[src/rtl/key_event_uart_reporter_pkg.sv]
// Shared types and constants for the multi-key UART event reporter.
package key_pkg;
  localparam int KEY_IDX_W = 4;
  localparam int CNT_W     = 8;
  localparam logic [2:0] HDR_EVT = 3'b000;
  localparam logic [2:0] HDR_CNT = 3'b001;

  typedef enum logic [1:0] {IDLE, WAIT0, SEND1, WAIT1} tx_state_t;

  typedef struct packed {
    logic                 press;
    logic [KEY_IDX_W-1:0] idx;
    logic [CNT_W-1:0]     cnt;
  } evt_t;
endpackage

[src/rtl/key_event_uart_reporter_if.sv]
// Byte handshake between the reporter and an external uart_byte_tx.
interface key_event_uart_reporter_if;
  logic [7:0] data_byte;
  logic       send_en;
  logic       tx_done;

  modport master (output data_byte, send_en, input tx_done);
  modport slave  (input data_byte, send_en, output tx_done);
endinterface

[src/rtl/key_debounce.sv]
// Two-flop synchroniser plus stable-time counter for one active-low key.
module key_debounce #(
  parameter int DB_CYC = 4
) (
  input  logic Clk,
  input  logic Rst,
  input  logic key_raw,
  output logic key_state,
  output logic rise,
  output logic fall
);
  localparam int CW = $clog2(DB_CYC + 1);
  localparam logic [CW-1:0] DB_LAST = CW'(DB_CYC - 1);

  logic          sync_p0, sync_p1;
  logic [CW-1:0] cnt;

  always_ff @(posedge Clk) begin
    if (Rst) begin
      sync_p0   <= 1'b1;
      sync_p1   <= 1'b1;
      key_state <= 1'b1;
      cnt       <= '0;
      rise      <= 1'b0;
      fall      <= 1'b0;
    end else begin
      sync_p0 <= key_raw;
      sync_p1 <= sync_p0;
      rise    <= 1'b0;
      fall    <= 1'b0;
      if (sync_p1 == key_state) begin
        cnt <= '0;
      end else if (cnt == DB_LAST) begin
        // DB_CYC consecutive disagreeing cycles: accept the new level
        cnt       <= '0;
        key_state <= sync_p1;
        rise      <= sync_p1;
        fall      <= ~sync_p1;
      end else begin
        cnt <= cnt + 1'b1;
      end
    end
  end
endmodule

[src/rtl/key_event_uart_reporter.sv]
// N-key debounce, press counters, pending slots, event FIFO and a byte
// sequencer that reports key events or press counts over a UART byte link.
module key_event_uart_reporter
  import key_pkg::*;
#(
  parameter int NUM_KEYS    = 4,
  parameter int CLK_HZ      = 50000000,
  parameter int DEBOUNCE_MS = 20,
  parameter int FIFO_DEPTH  = 8
) (
  input  logic                          Clk,
  input  logic                          Rst,
  input  logic [NUM_KEYS-1:0]           key_in,
  input  logic                          mode,
  input  logic                          cnt_clr,
  key_event_uart_reporter_if.master     bus,
  output logic [NUM_KEYS-1:0]           key_state,
  output logic [$clog2(FIFO_DEPTH):0]   fifo_level,
  output logic                          overflow
);
  localparam int DB_CYC = CLK_HZ / 1000 * DEBOUNCE_MS;
  localparam int AW     = $clog2(FIFO_DEPTH);

  logic [NUM_KEYS-1:0] rise, fall;

  for (genvar k = 0; k < NUM_KEYS; k++) begin : g_key
    key_debounce #(.DB_CYC(DB_CYC)) u_db (
      .Clk      (Clk),
      .Rst      (Rst),
      .key_raw  (key_in[k]),
      .key_state(key_state[k]),
      .rise     (rise[k]),
      .fall     (fall[k])
    );
  end

  // Stage p1: counters and pending slots capture the event one cycle after key_state moves
  logic [CNT_W-1:0]    press_cnt     [NUM_KEYS];
  logic [CNT_W-1:0]    press_cnt_nxt [NUM_KEYS];
  logic [NUM_KEYS-1:0] pend_vld, pend_press, grant;
  logic [CNT_W-1:0]    pend_cnt [NUM_KEYS];
  logic                fifo_full, push, pop;
  evt_t                push_evt, head;

  always_comb begin
    for (int k = 0; k < NUM_KEYS; k++)
      press_cnt_nxt[k] = (cnt_clr ? '0 : press_cnt[k]) + CNT_W'(fall[k]);
  end

  always_ff @(posedge Clk) begin
    for (int k = 0; k < NUM_KEYS; k++)
      if (Rst) press_cnt[k] <= '0;
      else     press_cnt[k] <= press_cnt_nxt[k];
  end

  always_ff @(posedge Clk) begin
    if (Rst) begin
      pend_vld <= '0;
      overflow <= 1'b0;
    end else begin
      for (int k = 0; k < NUM_KEYS; k++) begin
        if (rise[k] | fall[k]) begin
          pend_vld[k] <= 1'b1;
          if (pend_vld[k] && !(push && grant[k])) overflow <= 1'b1;
        end else if (push && grant[k]) begin
          pend_vld[k] <= 1'b0;
        end
      end
    end
  end

  always_ff @(posedge Clk) begin
    for (int k = 0; k < NUM_KEYS; k++)
      if (rise[k] | fall[k]) begin
        pend_press[k] <= fall[k];
        pend_cnt[k]   <= press_cnt_nxt[k];
      end
  end

  // Stage p2: lowest-index pending slot moves into the FIFO
  always_comb begin
    grant    = pend_vld & (~pend_vld + NUM_KEYS'(1));
    push     = (|pend_vld) && !fifo_full;
    push_evt = '0;
    for (int k = 0; k < NUM_KEYS; k++)
      if (grant[k]) begin
        push_evt.press = pend_press[k];
        push_evt.idx   = KEY_IDX_W'(k);
        push_evt.cnt   = pend_cnt[k];
      end
  end

  evt_t          mem [FIFO_DEPTH];
  logic [AW-1:0] wptr, rptr;

  assign fifo_full = (fifo_level == (AW+1)'(FIFO_DEPTH));
  assign head      = mem[rptr];

  always_ff @(posedge Clk) begin
    if (Rst) begin
      wptr       <= '0;
      rptr       <= '0;
      fifo_level <= '0;
    end else begin
      if (push) wptr <= wptr + 1'b1;
      if (pop)  rptr <= rptr + 1'b1;
      unique case ({push, pop})
        2'b10:   fifo_level <= fifo_level + 1'b1;
        2'b01:   fifo_level <= fifo_level - 1'b1;
        default: fifo_level <= fifo_level;
      endcase
    end
  end

  always_ff @(posedge Clk) begin
    if (push) mem[wptr] <= push_evt;
  end

  // Stage p3: byte sequencer pops in IDLE and hands bytes to the UART
  tx_state_t  state, state_nxt;
  logic       send_nxt, load, mode_q, mode_nxt, tx_ack;
  logic [7:0] byte_nxt;
  logic [CNT_W-1:0] cnt_q;

  assign tx_ack = bus.tx_done && !bus.send_en;

  always_ff @(posedge Clk) begin
    if (Rst) state <= IDLE;
    else     state <= state_nxt;
  end

  always_comb begin
    state_nxt = state;
    pop       = 1'b0;
    load      = 1'b0;
    send_nxt  = 1'b0;
    byte_nxt  = bus.data_byte;
    mode_nxt  = mode_q;
    unique case (state)
      IDLE: if (fifo_level != '0) begin
        pop = 1'b1;
        // count reports skip releases entirely
        if (!(mode && !head.press)) begin
          load      = 1'b1;
          send_nxt  = 1'b1;
          mode_nxt  = mode;
          byte_nxt  = mode ? {1'b1, HDR_CNT, head.idx} : {head.press, HDR_EVT, head.idx};
          state_nxt = WAIT0;
        end
      end
      WAIT0: if (tx_ack) state_nxt = mode_q ? SEND1 : IDLE;
      SEND1: begin
        byte_nxt  = cnt_q;
        send_nxt  = 1'b1;
        state_nxt = WAIT1;
      end
      WAIT1: if (tx_ack) state_nxt = IDLE;
      default: state_nxt = IDLE;
    endcase
  end

  always_ff @(posedge Clk) begin
    if (Rst) begin
      bus.send_en   <= 1'b0;
      bus.data_byte <= '0;
      mode_q        <= 1'b0;
    end else begin
      bus.send_en   <= send_nxt;
      bus.data_byte <= byte_nxt;
      mode_q        <= mode_nxt;
    end
  end

  always_ff @(posedge Clk) begin
    if (load) cnt_q <= head.cnt;
  end
endmodule

[src/flat_wrapper.sv]
// flat-port wrapper written by rule: the top's interface ports become plain ports
module key_event_uart_reporter_flat import key_pkg::*;
#(
  parameter int NUM_KEYS    = 4,
  parameter int CLK_HZ      = 50000000,
  parameter int DEBOUNCE_MS = 20,
  parameter int FIFO_DEPTH  = 8
)
  (Clk, Rst, key_in, mode, cnt_clr, key_state, fifo_level, overflow, bus_data_byte, bus_send_en, bus_tx_done);
  key_event_uart_reporter_if bus_i ();
  input  logic Clk;
  input  logic Rst;
  input  logic [NUM_KEYS-1:0] key_in;
  input  logic mode;
  input  logic cnt_clr;
  output logic [NUM_KEYS-1:0] key_state;
  output logic [$clog2(FIFO_DEPTH):0] fifo_level;
  output logic overflow;
  output wire logic [$bits(bus_i.data_byte)-1:0] bus_data_byte;
  output wire logic [$bits(bus_i.send_en)-1:0] bus_send_en;
  input wire logic [$bits(bus_i.tx_done)-1:0] bus_tx_done;
  assign bus_data_byte = bus_i.data_byte;
  assign bus_send_en = bus_i.send_en;
  assign bus_i.tx_done = bus_tx_done;
  key_event_uart_reporter #(.NUM_KEYS(NUM_KEYS), .CLK_HZ(CLK_HZ), .DEBOUNCE_MS(DEBOUNCE_MS), .FIFO_DEPTH(FIFO_DEPTH)) u_core (.Clk(Clk), .Rst(Rst), .key_in(key_in), .mode(mode), .cnt_clr(cnt_clr), .bus(bus_i), .key_state(key_state), .fifo_level(fifo_level), .overflow(overflow));
endmodule
[config.mk]
export PLATFORM = sky130hd
export DESIGN_NAME = key_event_uart_reporter_flat
export DESIGN_NICKNAME = d
export VERILOG_FILES = /design/src/rtl/key_event_uart_reporter_pkg.sv /design/src/rtl/key_event_uart_reporter_if.sv /design/src/rtl/key_debounce.sv /design/src/rtl/key_event_uart_reporter.sv /design/src/flat_wrapper.sv
export SDC_FILE = /design/constraint.sdc
export NUM_CORES = 1
export LEC_CHECK = 0
export ABC_AREA = 1
export CORE_ASPECT_RATIO = 0.6
export CORE_MARGIN = 2
export CORE_UTILIZATION = 40
export CTS_CLUSTER_SIZE = 24
export DETAILED_ROUTE_END_ITERATION = 12
export PLACE_DENSITY = 0.63
export RECOVER_POWER = 50
export SYNTH_ARGS = -nofsm -noshare
export SYNTH_HDL_FRONTEND = slang
export SYNTH_SLANG_ARGS = --single-unit
[constraint.sdc]
create_clock -name Clk -period 5.17 [get_ports Clk]
set_input_delay 0.517 -clock Clk [delete_from_list [all_inputs] [get_ports Clk]]
set_output_delay 0.517 -clock Clk [all_outputs]
set_load 0.1 [all_outputs]
==> results.md, run 1 <==
- The flow ran to the end, but the final reports show violations.
- The checks that failed: capacitance limit, slew limit.
- Static timing analysis puts the maximum clock frequency at 294 MHz.
- The critical path goes through buf_2 -> clkbuf_1 -> inv_1 -> buf_4 -> nand3_1 -> inv_1 -> nand2_2 -> nor2_1.
- The register area is ~7200 sq um.
- The initial standard-cell utilization of the core is 40.6%.
- Dividing the synthesized area by the synthesized cell count gives 9.06 sq um.
- In the layout the commonest cells are nor2_1 (231), nand2_1 (217), inv_1 (170).
- The global-route congestion overflow total is 0.
- The path class of the tightest hold or removal check is register to register.
- For this run, the total global-route usage over all layers was measured as roughly 16%.
- During I/O placement, the number of pins put on the boundary was 27.
- After synthesis, the netlist uses 43 different library cells.
- The width of the die is between 200 and 250 microns.
- The critical path start-end classification is primary input to register.
- In this run the critical register-to-register path is captured at u_core.mem[0][12].
- The number of levels in the clock H-tree is 1.
- Sequential cells were found to cover about 57% of the synthesized design area.
- The total via count after detailed routing is a little under 9000.
- During synthesis, Yosys emitted a total of 0 warnings.
- After synthesis, the share of flip-flops with an asynchronous set or reset is 0%.
- Dividing the detail-routed via count by the number of cells gives about 4.8.
- After routing, the total negative slack on setup checks comes to 0 ns.
- Relative to the synthesized area, the layout overhead comes to 12.2%.
- The capturing element type of the critical path is a register.
- The number of enable flip-flop cells after synthesis is around 130.
- The initial detailed-routing violation count is slightly above 600.
- Counting flops and latches in the post-synthesis netlist gives 294.
- The worst register-to-register path begins at u_core.pend_vld[0].
- The most prevalent standard cell on the critical path is inv_1.
- Between clock sinks in the finished design, the worst skew comes to a little over 0.007 ns.
- Summing all multi-input logic gate instances after layout gives between 4000 and 5000 sq um.
- In the final design database the tool counted 1447 nets.
- The most common cell after layout, fill and taps aside is nor2_1.
- The number of instances on the worst hold path is 1.
- The analysis attributes to cell leakage a power of 0.00513 uW.
- The number of hold buffers added after CTS was 0.
- After clock tree synthesis, the repair step resized 0 gates.
- Setup repair after global routing left no endpoint under its margin.
- The DRC violations left is 0.
- The first global-routing pass estimated 41.9 mm of wire.
- The later-pin clock latency in the skew report is about 0.54 ns.
- The power density over cell area is 394 nW/um^2.
- The max-slew violation count is 58.
- The total non-filler cell area in the finished layout is 14200 sq um.
- Data on the critical path is required at its endpoint by approximately 5.6 ns.
- The average wire length per cell after detail routing is about 14 microns.
- The die covers between 30000 and 40000 sq um.
- TritonCTS built the clock tree.
- Setup violations remaining at the end of the flow were counted as 0.
- In this run the register-to-register setup slack is approximately 2.5 ns.
- The number of global-route vias before repair is 8238.
- Once placement completed, the tool counted placed cells totaling approximately 1800.
- At the end of routability-driven placement, the weighted congestion stood at ~0.84.
- The maximum number of pins on one net before global-route repair is between 50 and 60.
- Across the run, the number of max-cap violations was 1.
- The maximum ir drop on the vdd rail is around 240 uV.
- The largest stage delay on the critical path is 1.95 ns.
- The wire length reported by the detailed router is 25.5 mm.
- After floorplanning, the core was divided into 50 placement rows.
- The worst-case reg-to-reg path depth is 6.
- The count of TritonRoute iterations in the first routing pass is 4.
- The filler cells instantiated in the layout total 2974.
- The arrival time of data at the critical path endpoint is between 3 and 4 ns.
- The final critical-path share of the clock period is 65.7%.
- The number of buffers on the longest clock path is 3.
- The root buffer cell chosen for the clock tree is clkbuf_16.
- The most critical setup path has its startpoint at Rst.
- The number of antenna violations at the first check in global routing is 0.
- Summing all placed instances gives a cell area of 13300 sq um.
- The design draws around 5600 uW.
- The number of standard cells in the final layout excluding fillers is roughly 1900.
- The number of endpoints with negative hold slack in the final report is 0.
- Counting the buffers created by CTS gives 27.
- The post-CTS setup buffer count is 0.
- After synthesis the cells add up to about 13000 sq um.
- The diode insertion count for antenna repair is 0.
- The area of the core region is between 30000 and 40000 sq um.
- The TritonCTS sink count is 294.
- For the finished layout, the period the worst path requires is ~3.4 ns.
- The die is 142 microns tall.
- The slowest stage of the critical path belongs to the cell clkbuf_1.
- The relative slew slack is -86.2%.
- The count of mapped cells out of synthesis is about 1400.
- The count of antenna-violating nets left after detailed routing is 0.
- The worst hold path terminates at u_core.g_key[1].u_db.sync_p1.
- The post-synth net total is approximately 1400.
- Clock-pin slew was measured on the worst setup and hold paths at roughly 0.060 ns.
- The origin of the worst min-delay path is u_core.g_key[1].u_db.sync_p0.
- The largest fanout of any net on the critical path is 57.
- The share of cells above drive strength 1 is roughly 9.1%.
- In this run the tool buffered the top-level ports with 26 buffer cells.
- The dominant register cell in the synthesized netlist is dfxtp_1.
- The worst setup path is launched from a primary input.
- The estimated wirelength of the detail-placed design is between 15 and 20 mm.
- The slew at the pin with the worst max-slew slack is between 2 and 3 ns.
==> logic make-up (layout without fill, tap and decap cells) <==
family                     after synthesis  in the layout  synth area share [%]
AOI/OAI and AO/OA                      152            152                  6.55
xor gates and xnor gates                44             44                  3.05
adders and majority gates               18             18                  1.84
buffers and inverters                  221            266                  7.19
DFF                                    294            294                  57.0
and+or+nand+nor                        666            666                  24.4
==> flip-flops by register name (all words and copies together) (netlist names), 8 cells and up, named ones only <==
name                   count
u_core.mem                88
u_core.pend_cnt           32
u_core.press_cnt          32
u_core.g_key.u_db.cnt     80
u_core.cnt_q               8
u_core.bus.data_byte       8
==> layer usage <==
layer / wire length [microns] / global-route usage [%]
met3: 1160 / 2.73
met4: 443 / 3.30
met2: 9960 / 22.5
met1: 13900 / 24.7
met5: 0 / 0
==> where the power goes <==
part | leakage, uW | internal [uW] | total, uW | switching [uW]
logic | 0.00211 | 248 | 902 | 654
clock network | 0.000464 | 1260 | 2130 | 874
registers | 0.00255 | 2510 | 2560 | 43.6
total | 0.00513 | 4020 | 5590 | 1570
==> area by class of cell <==
class	instances	share of cell area, %
Timing Repair Buffer	36	2.22
Tap cell	416	3.67
Sequential cell	294	50.8
Multi-Input combinational cell	880	31.8
Inverter	181	4.79
Clock inverter	17	1.60
Clock buffer	32	5.12
==> critical path: cells and delay by family <==
kind / cells / cell delay (ns)
buffers and inverters: 5 / 2.66
AND/OR/NAND/NOR: 3 / 0.55
==> metrics by stage <==
stage | util [%] | worst slack [ns] | hold slack [ns]
5_1_grt | 45.5 | 1.42 | 0.421
3_3_place_gp | 42.6 | 2.34 | 0.393
2_1_floorplan | - | 2.44 | 0.389
6_report | 45.5 | 1.77 | 0.409
3_5_place_dp | 42.6 | 2.24 | 0.395
4_1_cts | 45.6 | 2.50 | 0.409
==> synth_stat cells (3+ instances only) <==
library cell	count	share of area, %
edfxtp_1	132	31
dfxtp_1	162	26
nand2_2	13	0.64
nor2_1	230	6.8
o22ai_1	10	0.49
nand4_1	28	1.4
nor4_1	5	0.25
ha_1	17	1.7
nor3_1	43	1.7
nor3_2	13	1.0
xor2_1	25	1.7
or2_0	3	0.15
o21a_1	5	0.30
or2_2	20	0.99
nand3_2	6	0.48
nor3_4	3	0.39
clkbuf_1	14	0.42
a21oi_2	5	0.35
nor2_4	5	0.45
xnor2_1	19	1.3
nand4_2	3	0.30
a31oi_1	12	0.59
a21oi_1	55	2.2
buf_6	5	0.45
inv_1	169	5.0
o21ai_0	62	2.5
nand2_1	216	6.4
inv_2	11	0.33
nor3b_1	3	0.18
buf_4	6	0.36
buf_2	15	0.59
nand3_1	63	2.5
nor2_2	6	0.30
==> worst max path at each step <==
stage,to,slack (ns),cells after the start
final,u_core.g_key[1].u_db.cnt[18],1.77,8
after CTS,fifo_level[1],2.50,1
after detailed placement,u_core.pend_cnt[3][7],2.24,7
after global routing,u_core.g_key[1].u_db.cnt[6],1.42,8
after floorplan,u_core.fifo_level[3],2.44,12
after global placement,u_core.pend_cnt[3][7],2.34,7
Power figures use the tool's default switching activity.
==> run 2: changes to the inputs <==
PLACE_DENSITY = 0.65   (was 0.63)
clock period = 2.9 ns   (was 5.17 ns; I/O delays follow)
==> run 2 against run 1 <==
The flow now finishes without violations. Flip-flop and latch count unchanged. First-iteration DRC count is 32% higher. Sequential share of layout area rose by 0.23 points. Clock power is 86% higher. Sequential power increased by 79%. Cell area is 0.46% lower. Combinational power increased by 71%. Highest routed layer unchanged. Final cell count up 0.54%. Register-to-register slack got worse by 2.1 ns. Critical endpoint is now u_core.fifo_level[3]. Largest cell class unchanged. Global-route usage grew 0.46 points. Utilization fell by 0.21 points.
==> results.md, run 2 (synthesized netlist as in run 1, its figures left out) <==
- The number of standard cells in the final layout excluding fillers came to 1866 (+0.54%).
- The DRC violations left is 0 (unchanged).
- The TritonCTS sink count is 294 (unchanged).
- The net switching power is 2840 uW (+81%).
- The initial standard-cell utilization of the core is 40.6% (unchanged).
- The number of levels in the clock H-tree came to 1 (unchanged).
- The wire length of the first global-routing pass is 43.0 mm (+2.5%).
- The total global-route track usage is 16.2% (+0.46 points).
- The fraction of power spent switching nets is 28.2% (+0.12 points).
- The later-pin clock latency in the skew report is 0.57 ns (+0.03 ns).
- The final critical path takes up between 80% and 90% of the cycle.
- Subtracting the final worst setup slack from the clock period gives about 2.4 ns.
- The worst clock skew is 0.0239 ns (+0.0168 ns).
- The number of core rows was 50 (unchanged).
- The share of cells above drive strength 1 was 8.62% (-0.48 points).
- The count of buffer and inverter cells on the critical path is 1 (-4).
- The path category of the worst min-delay check is primary input to register.
- The final-stage net count is 1455 (+0.55%).
- The part of the total power dissipated in the clock network is 39.3% (+1.2 points).
- The total via count after detailed routing is 8960 (+0.71%).
- The number of flip-flops in the largest register is 88 (unchanged).
- The initial detailed-routing violation count is 817 (+32%).
- The cell sitting at the root of the clock tree is a clkbuf_16.
- The internal power is 7230 uW (+80%).
- Setup repair after global routing left no endpoint under its margin.
- The power density over cell area is 714 nW/um^2 (+81%).
- The number of endpoints with negative hold slack in the final report is 0 (unchanged).
- The setup-violating endpoint count in the final report came to 0 (unchanged).
- The routability congestion estimate from global placement is 0.815 (-2.7%).
- The slew at the pin with the worst max-slew slack is 1.28 ns (-1.51 ns).
- The post-CTS setup buffer count is 0 (unchanged).
- TritonCTS built the clock tree.
- The area of the core region is 31200 sq um (unchanged).
- The area of the die came to 33100 sq um (unchanged).
- The slack of the critical path is 0.460 ns (-1.31 ns).
- The portion of total power attributed to combinational logic is 15.3% (-0.8 points).
- The sequential power share is 45.4% (-0.3 points).
- The CTS buffer count came to 28 (+3.7%).
- The arrival time of data at the critical path endpoint is 2.88 ns (-0.93 ns).
- The diode insertion count for antenna repair came to 0 (unchanged).
- For this run, the top clock speed supported by timing is 410 MHz.
- The count of TritonRoute iterations in the first routing pass is 5 (+1).
- The maximum ir drop on the vdd rail is 518 uV (+120%).
- Leaving out fill and tap cells, the most frequent cell in the layout is nor2_1.
- The number of antenna violations at the first check in global routing came to 0 (unchanged).
- The most prevalent standard cell on the critical path is a21oi_1.
- The cell family contributing the most delay on the critical path is simple AND/OR/NAND/NOR gates.
- The fill cell total of the finished layout is 2989 (+0.50%).
- Walking the worst path, the cells encountered are nor2_1 -> inv_1 -> nor2_1 -> ha_1 -> ha_1 -> a21oi_1 -> nand2_1 -> a21oi_1 -> o21ai_0 -> o21ai_0 -> a21oi_1.
- The nature of the critical path startpoint is a register.
- The final core utilization is 45.3% (-0.21 points).
- The wire length reported by the detailed router came to 26.1 mm (+2.7%).
- The number of global-route vias before repair is 8291 (+0.64%).
- The number of top-level pins is 27 (unchanged).
- In the final layout, the registers with the most flip-flops are u_core.mem: 88 flops, u_core.g_key.u_db.cnt: 80 flops.
- The slowest stage cell on the critical path is nor2_1.
- The die height is 142 microns (unchanged).
- The relative slew slack is 14.6% (+100 points).
- The total of cells resized after clock tree synthesis came to 0 (unchanged).
- The width of the die was 234 microns (unchanged).
- The critical path start-end classification is register to register.
- The number of buffers added on ports is 26 (unchanged).
- The count of antenna-violating nets left after detailed routing was 0 (unchanged).
- The final-layout setup total negative slack came to 0 ns (unchanged).
- The largest fanout of any net on the critical path is 8 (-86%).
- The largest stage delay on the critical path was 0.40 ns (-1.55 ns).
- The estimated wirelength of the detail-placed design is 18.0 mm (+3.2%).
- The global-route congestion overflow total is 0 (unchanged).
- The CTS clock-pin slew for the worst setup and hold paths is 0.06 ns (about the same).
- The leakage power of the design came to 0.00512 uW (-0.24%).
- From synthesis to final layout, the design area changed by 11.7%.
- The max-slew violation count is 0 (-100%).
- The number of hold buffers added after CTS was 0 (unchanged).
- The number of cells after detailed placement came to 1814 (+0.39%).
- The worst setup path is captured at a register.
- The number of buffers on the longest clock path is 3 (unchanged).
- The required time of the critical path is 3.34 ns (-2.25 ns).
- The average wire length per cell after detail routing is 14.0 microns (+2.2%).
- The run finished with clean final reports.
- The largest register by flop count is u_core.mem.
- The max-cap check violation count came to 0 (-1).
- The detailed-route vias per instance is 4.80 (+0.17%).
- Leaving out fill and tap cells, the most frequent cells in the layout are nor2_1 (232), nand2_1 (220), inv_1 (172).
- The post-placement setup slack is 0.374 ns (-1.87 ns).
- The maximum number of pins on one net before global-route repair is 56 (-3.4%).
run 2: changes by cell type in the layout (fill, tap and decap cells not counted), sizes merged:
cell	delta
clkinvlp	+1
inv	-1
buf	+6
clkinv	-1
clkbuf	+22
clkdlybuf4s50	-18
bufinv	+1
run 2: final cells by class:
cell class	count	area, sq um	share of cell area [%]
Multi-Input combinational cell	880	4450	31.5
Inverter	181	679	4.81
Timing Repair Buffer	43	255	1.81
Clock buffer	35	747	5.29
Clock inverter	17	258	1.83
Sequential cell	294	7210	51.1
Tap cell	416	520	3.69
run 2: final timing paths:
kind / startpoint / end / slack, ns / depth (start not counted)
worst max-delay path: u_core.state[0] / u_core.fifo_level[3] / 0.46 / 11
worst min-delay path: Rst / u_core.g_key[0].u_db.fall / 0.13 / 4
worst min register to register: u_core.g_key[3].u_db.sync_p0 / u_core.g_key[3].u_db.sync_p1 / 0.42 / 1
worst max register to register: u_core.state[0] / u_core.fifo_level[3] / 0.46 / 11
run 2: tightest hold or removal path, cell delays in order:
cell,delay (ns)
clkbuf_1,0.14
a21oi_1,0.05
o21ai_0,0.10
nor3_1,0.06
run 2: metal layers:
| layer | GRT usage, % | routed length, microns |
|---|---|---|
| met1 | 25.4 | 13800 |
| met3 | 3.40 | 1470 |
| met2 | 22.7 | 10300 |
| met5 | 0 | 0 |
| met4 | 3.46 | 495 |
run 2: power by group through the flow:
stage                     combinational (uW)  sequential, uW  clock, uW
after global placement                  1570            4660          0
after detailed placement                1600            4670          0
after CTS                               1610            4580       4060
after floorplan                          926            4980          0
after global routing                    1720            4600       4230
final                                   1540            4580       3960
run 2: per-stage QoR:
step           hold WS, ns  total power (uW)  cell area (sq um)
6_report             0.127             10100              14100
5_1_grt              0.148             10600              14100
4_1_cts             0.0498             10200              14300
3_5_place_dp         0.395              6270              13300
3_3_place_gp         0.395              6230              13300
2_1_floorplan        0.389              5900              12600
==> run 3: changes to the inputs <==
clock period = 2 ns   (was 2.9 ns; I/O delays follow)
==> run 3 against run 2 <==
Worst setup slack got worse by 0.36 ns. Fmax is 29% higher. Die area is the same. Largest cell class unchanged. Largest power group unchanged.
==> results.md, run 3 (synthesized netlist as in run 1, its figures left out) <==
- The run finished with clean final reports.
- In the final layout, the registers with the most flip-flops are u_core.mem: 88 flops, u_core.g_key.u_db.cnt: 80 flops.
- The part of the total power dissipated in the clock network is 35.8% (-3.5 points).
- The final-stage net count is 1494 (+2.7%).
- The worst setup path is launched from a register.
- The initial detailed-routing violation count was 762 (-6.7%).
- The area of the core region is 31200 sq um (unchanged).
- The net switching power is 4170 uW (+47%).
- The maximum ir drop on the vdd rail was 560 uV (+8.3%).
- The post-CTS setup buffer count is 0 (unchanged).
- The final critical-path share of the clock period was 94.8% (+11 points).
- The number of antenna violations at the first check in global routing is 0 (unchanged).
- The count of antenna-violating nets left after detailed routing is 0 (unchanged).
- The initial standard-cell utilization of the core is 40.6% (unchanged).
- The number of buffers added on ports is 26 (unchanged).
- The arrival time of data at the critical path endpoint was 2.01 ns (-0.87 ns).
- The max-slew violation count is 0 (unchanged).
- The worst clock skew is 0.0108 ns (-0.0132 ns).
- The diode insertion count for antenna repair came to 0 (unchanged).
- The max-cap check violation count is 0 (unchanged).
- The number of buffers on the longest clock path was 3 (unchanged).
- The worst setup path is captured at a register.
- The count of TritonRoute iterations in the first routing pass is 6 (+1).
- The sequential power share is 46.8% (+1.4 points).
- The total global-route track usage came to 16.3% (+0.096 points).
- The critical path in this run is classified as register to register.
- The fill cell total of the finished layout came to 2936 (-1.8%).
- The global-route congestion overflow total is 0 (unchanged).
- The required time of the critical path came to 2.12 ns (-1.22 ns).
- The wire length reported by the detailed router came to 26.4 mm (+0.98%).
- The later-pin clock latency in the skew report is 0.55 ns (-0.02 ns).
- The peak clock frequency supported by timing came to 528 MHz (+29%).
- The share of cells above drive strength 1 is 14.3% (+5.7 points).
- The estimated wirelength of the detail-placed design is 18.5 mm (+2.6%).
- The routability congestion estimate from global placement was 0.814 (about the same).
- The number of global-route vias before repair was 8552 (+3.1%).
- The number of endpoints with negative hold slack in the final report is 0 (unchanged).
- The final-layout setup total negative slack is 0 ns (unchanged).
- The detailed-route vias per instance came to 4.81 (+0.17%).
- The slew at the pin with the worst max-slew slack was 1.16 ns (-0.123 ns).
- The wire length of the first global-routing pass is 43.6 mm (+1.6%).
- The portion of total power attributed to combinational logic came to 17.4% (+2.1 points).
- The CTS clock-pin slew for the worst setup and hold paths is 0.06 ns (about the same).
- The CTS tree is yes.
- The library cell used most frequently in the layout, excluding fill and tap cells, is nor2_1.
- The CTS buffer count is 27 (-3.6%).
- Setup repair after global routing could not meet its margin everywhere.
- The clock root buffer is clkbuf_16.
- The largest register by flop count is u_core.mem.
- The relative slew slack is 21.9% (+7.4 points).
- The number of core rows was 50 (unchanged).
- The number of levels in the clock H-tree is 1 (unchanged).
- The final core utilization came to 46.6% (+1.2 points).
- The path class of the tightest hold or removal check is primary input to register.
- The DRC violations left is 0 (unchanged).
- The number of top-level pins is 27 (unchanged).
- The maximum number of pins on one net before global-route repair is 36 (-36%).
- The total via count after detailed routing was 9158 (+2.2%).
- The leakage power of the design is 0.00535 uW (+4.5%).
- The setup-violating endpoint count in the final report is 0 (unchanged).
- The die height is 142 microns (unchanged).
- The largest fanout of any net on the critical path came to 13 (+5).
- The width of the die is 234 microns (unchanged).
- The TritonCTS sink count came to 294 (unchanged).
- The fraction of power spent switching nets is 29.2% (+1.0 points).
- The number of flip-flops in the largest register is 88 (unchanged).
- The area of the die is 33100 sq um (unchanged).
- The internal power is 10100 uW (+40%).
- The post-layout minimum cycle time is 1.90 ns (-0.545 ns).
- Compared with the post-synthesis result, the final layout area differs by 14.7%.
- The power density over cell area is 984 nW/um^2 (+38%).
- The top cell types in the final layout, fill and taps aside, are nor2_1 (228), nand2_1 (216), inv_1 (166).
- The average wire length per cell after detail routing is 13.9 microns (-1.0%).
==> run 3: changes by cell type in the layout (fill, tap and decap cells not counted), moves of 5 or more <==
cell | before | now
inv_2 | 8 | 14
nor3_2 | 7 | 13
dfxtp_1 | 162 | 157
clkbuf_2 | 1 | 7
nor3_1 | 49 | 43
inv_1 | 172 | 166
clkbuf_1 | 27 | 7
buf_4 | 13 | 63
==> run 3: routing by layer <==
| layer | share of wire, % | up-vias | wire length, microns | global-route usage, % |
|---|---|---|---|---|
| li1 | - | 4710 | - | - |
| met1 | 54 | 4211 | 14300 | 25.7 |
| met2 | 39 | 193 | 10200 | 22.9 |
| met3 | 5.5 | 44 | 1460 | 3.36 |
| met4 | 1.8 | 0 | 475 | 3.10 |
| met5 | 0 | - | 0 | 0 |
==> run 3: critical path: stages (launching register included) <==
cell and delay [ns]:
dfxtp_1 0.34, buf_4 0.20, clkinv_1 0.32, nand3_1 0.16, nand4_1 0.43
==> run 3: power by group through the flow <==
stage / combinational, uW / sequential (uW) / clock (uW)
floorplan: 1420 / 7240 / 0
global placement: 2420 / 6790 / 0
detailed placement: 2490 / 6800 / 0
CTS: 2500 / 6670 / 5230
global route: 2750 / 6700 / 5470
finish: 2480 / 6670 / 5100
==> run 3: repair_timing <==
action / 4_1_cts / 5_1_grt
pin swaps: 1 / 1
endpoints found under the hold margin: 1 / 0
endpoints found under the setup margin: 1 / 18
hold buffers: 1 / 0
gates resized for setup: 1 / 6
==> run 3: stage by stage <==
| step | setup slack [ns] | instances | total power, uW | cell area (sq um) | hold WS (ns) |
|---|---|---|---|---|---|
| CTS | 0.0361 | 1904 | 14400 | 14500 | 0.207 |
| detailed placement | -0.203 | 1853 | 9280 | 13600 | 0.401 |
| global placement | -0.138 | 1853 | 9210 | 13600 | 0.392 |
| global route | -0.0176 | 1904 | 14900 | 14500 | 0.226 |
| floorplan | 0.0155 | 1395 | 8660 | 12700 | 0.304 |
| finish | 0.105 | 1904 | 14300 | 14500 | 0.219 |
==> run 3: final timing paths <==
check	from	endpoint	depth (start not counted)	slack, ns
max reg2reg	u_core.pend_vld[0]	u_core.mem[1][1]	4	0.10
min	key_in[3]	u_core.g_key[3].u_db.sync_p0	2	0.22
min reg2reg	u_core.g_key[2].u_db.sync_p0	u_core.g_key[2].u_db.sync_p1	1	0.41
max	u_core.pend_vld[0]	u_core.mem[1][1]	4	0.10
==> run 3: area by class of cell <==
cell class,count,area [sq um],area share [%]
flip-flops and latches,294,7220,49.8
multi-input cells,880,4580,31.6
clock buffers,33,718,4.95
inverters,181,679,4.68
repair buffers,83,627,4.32
well taps,416,520,3.59
clock inverters,17,150,1.04
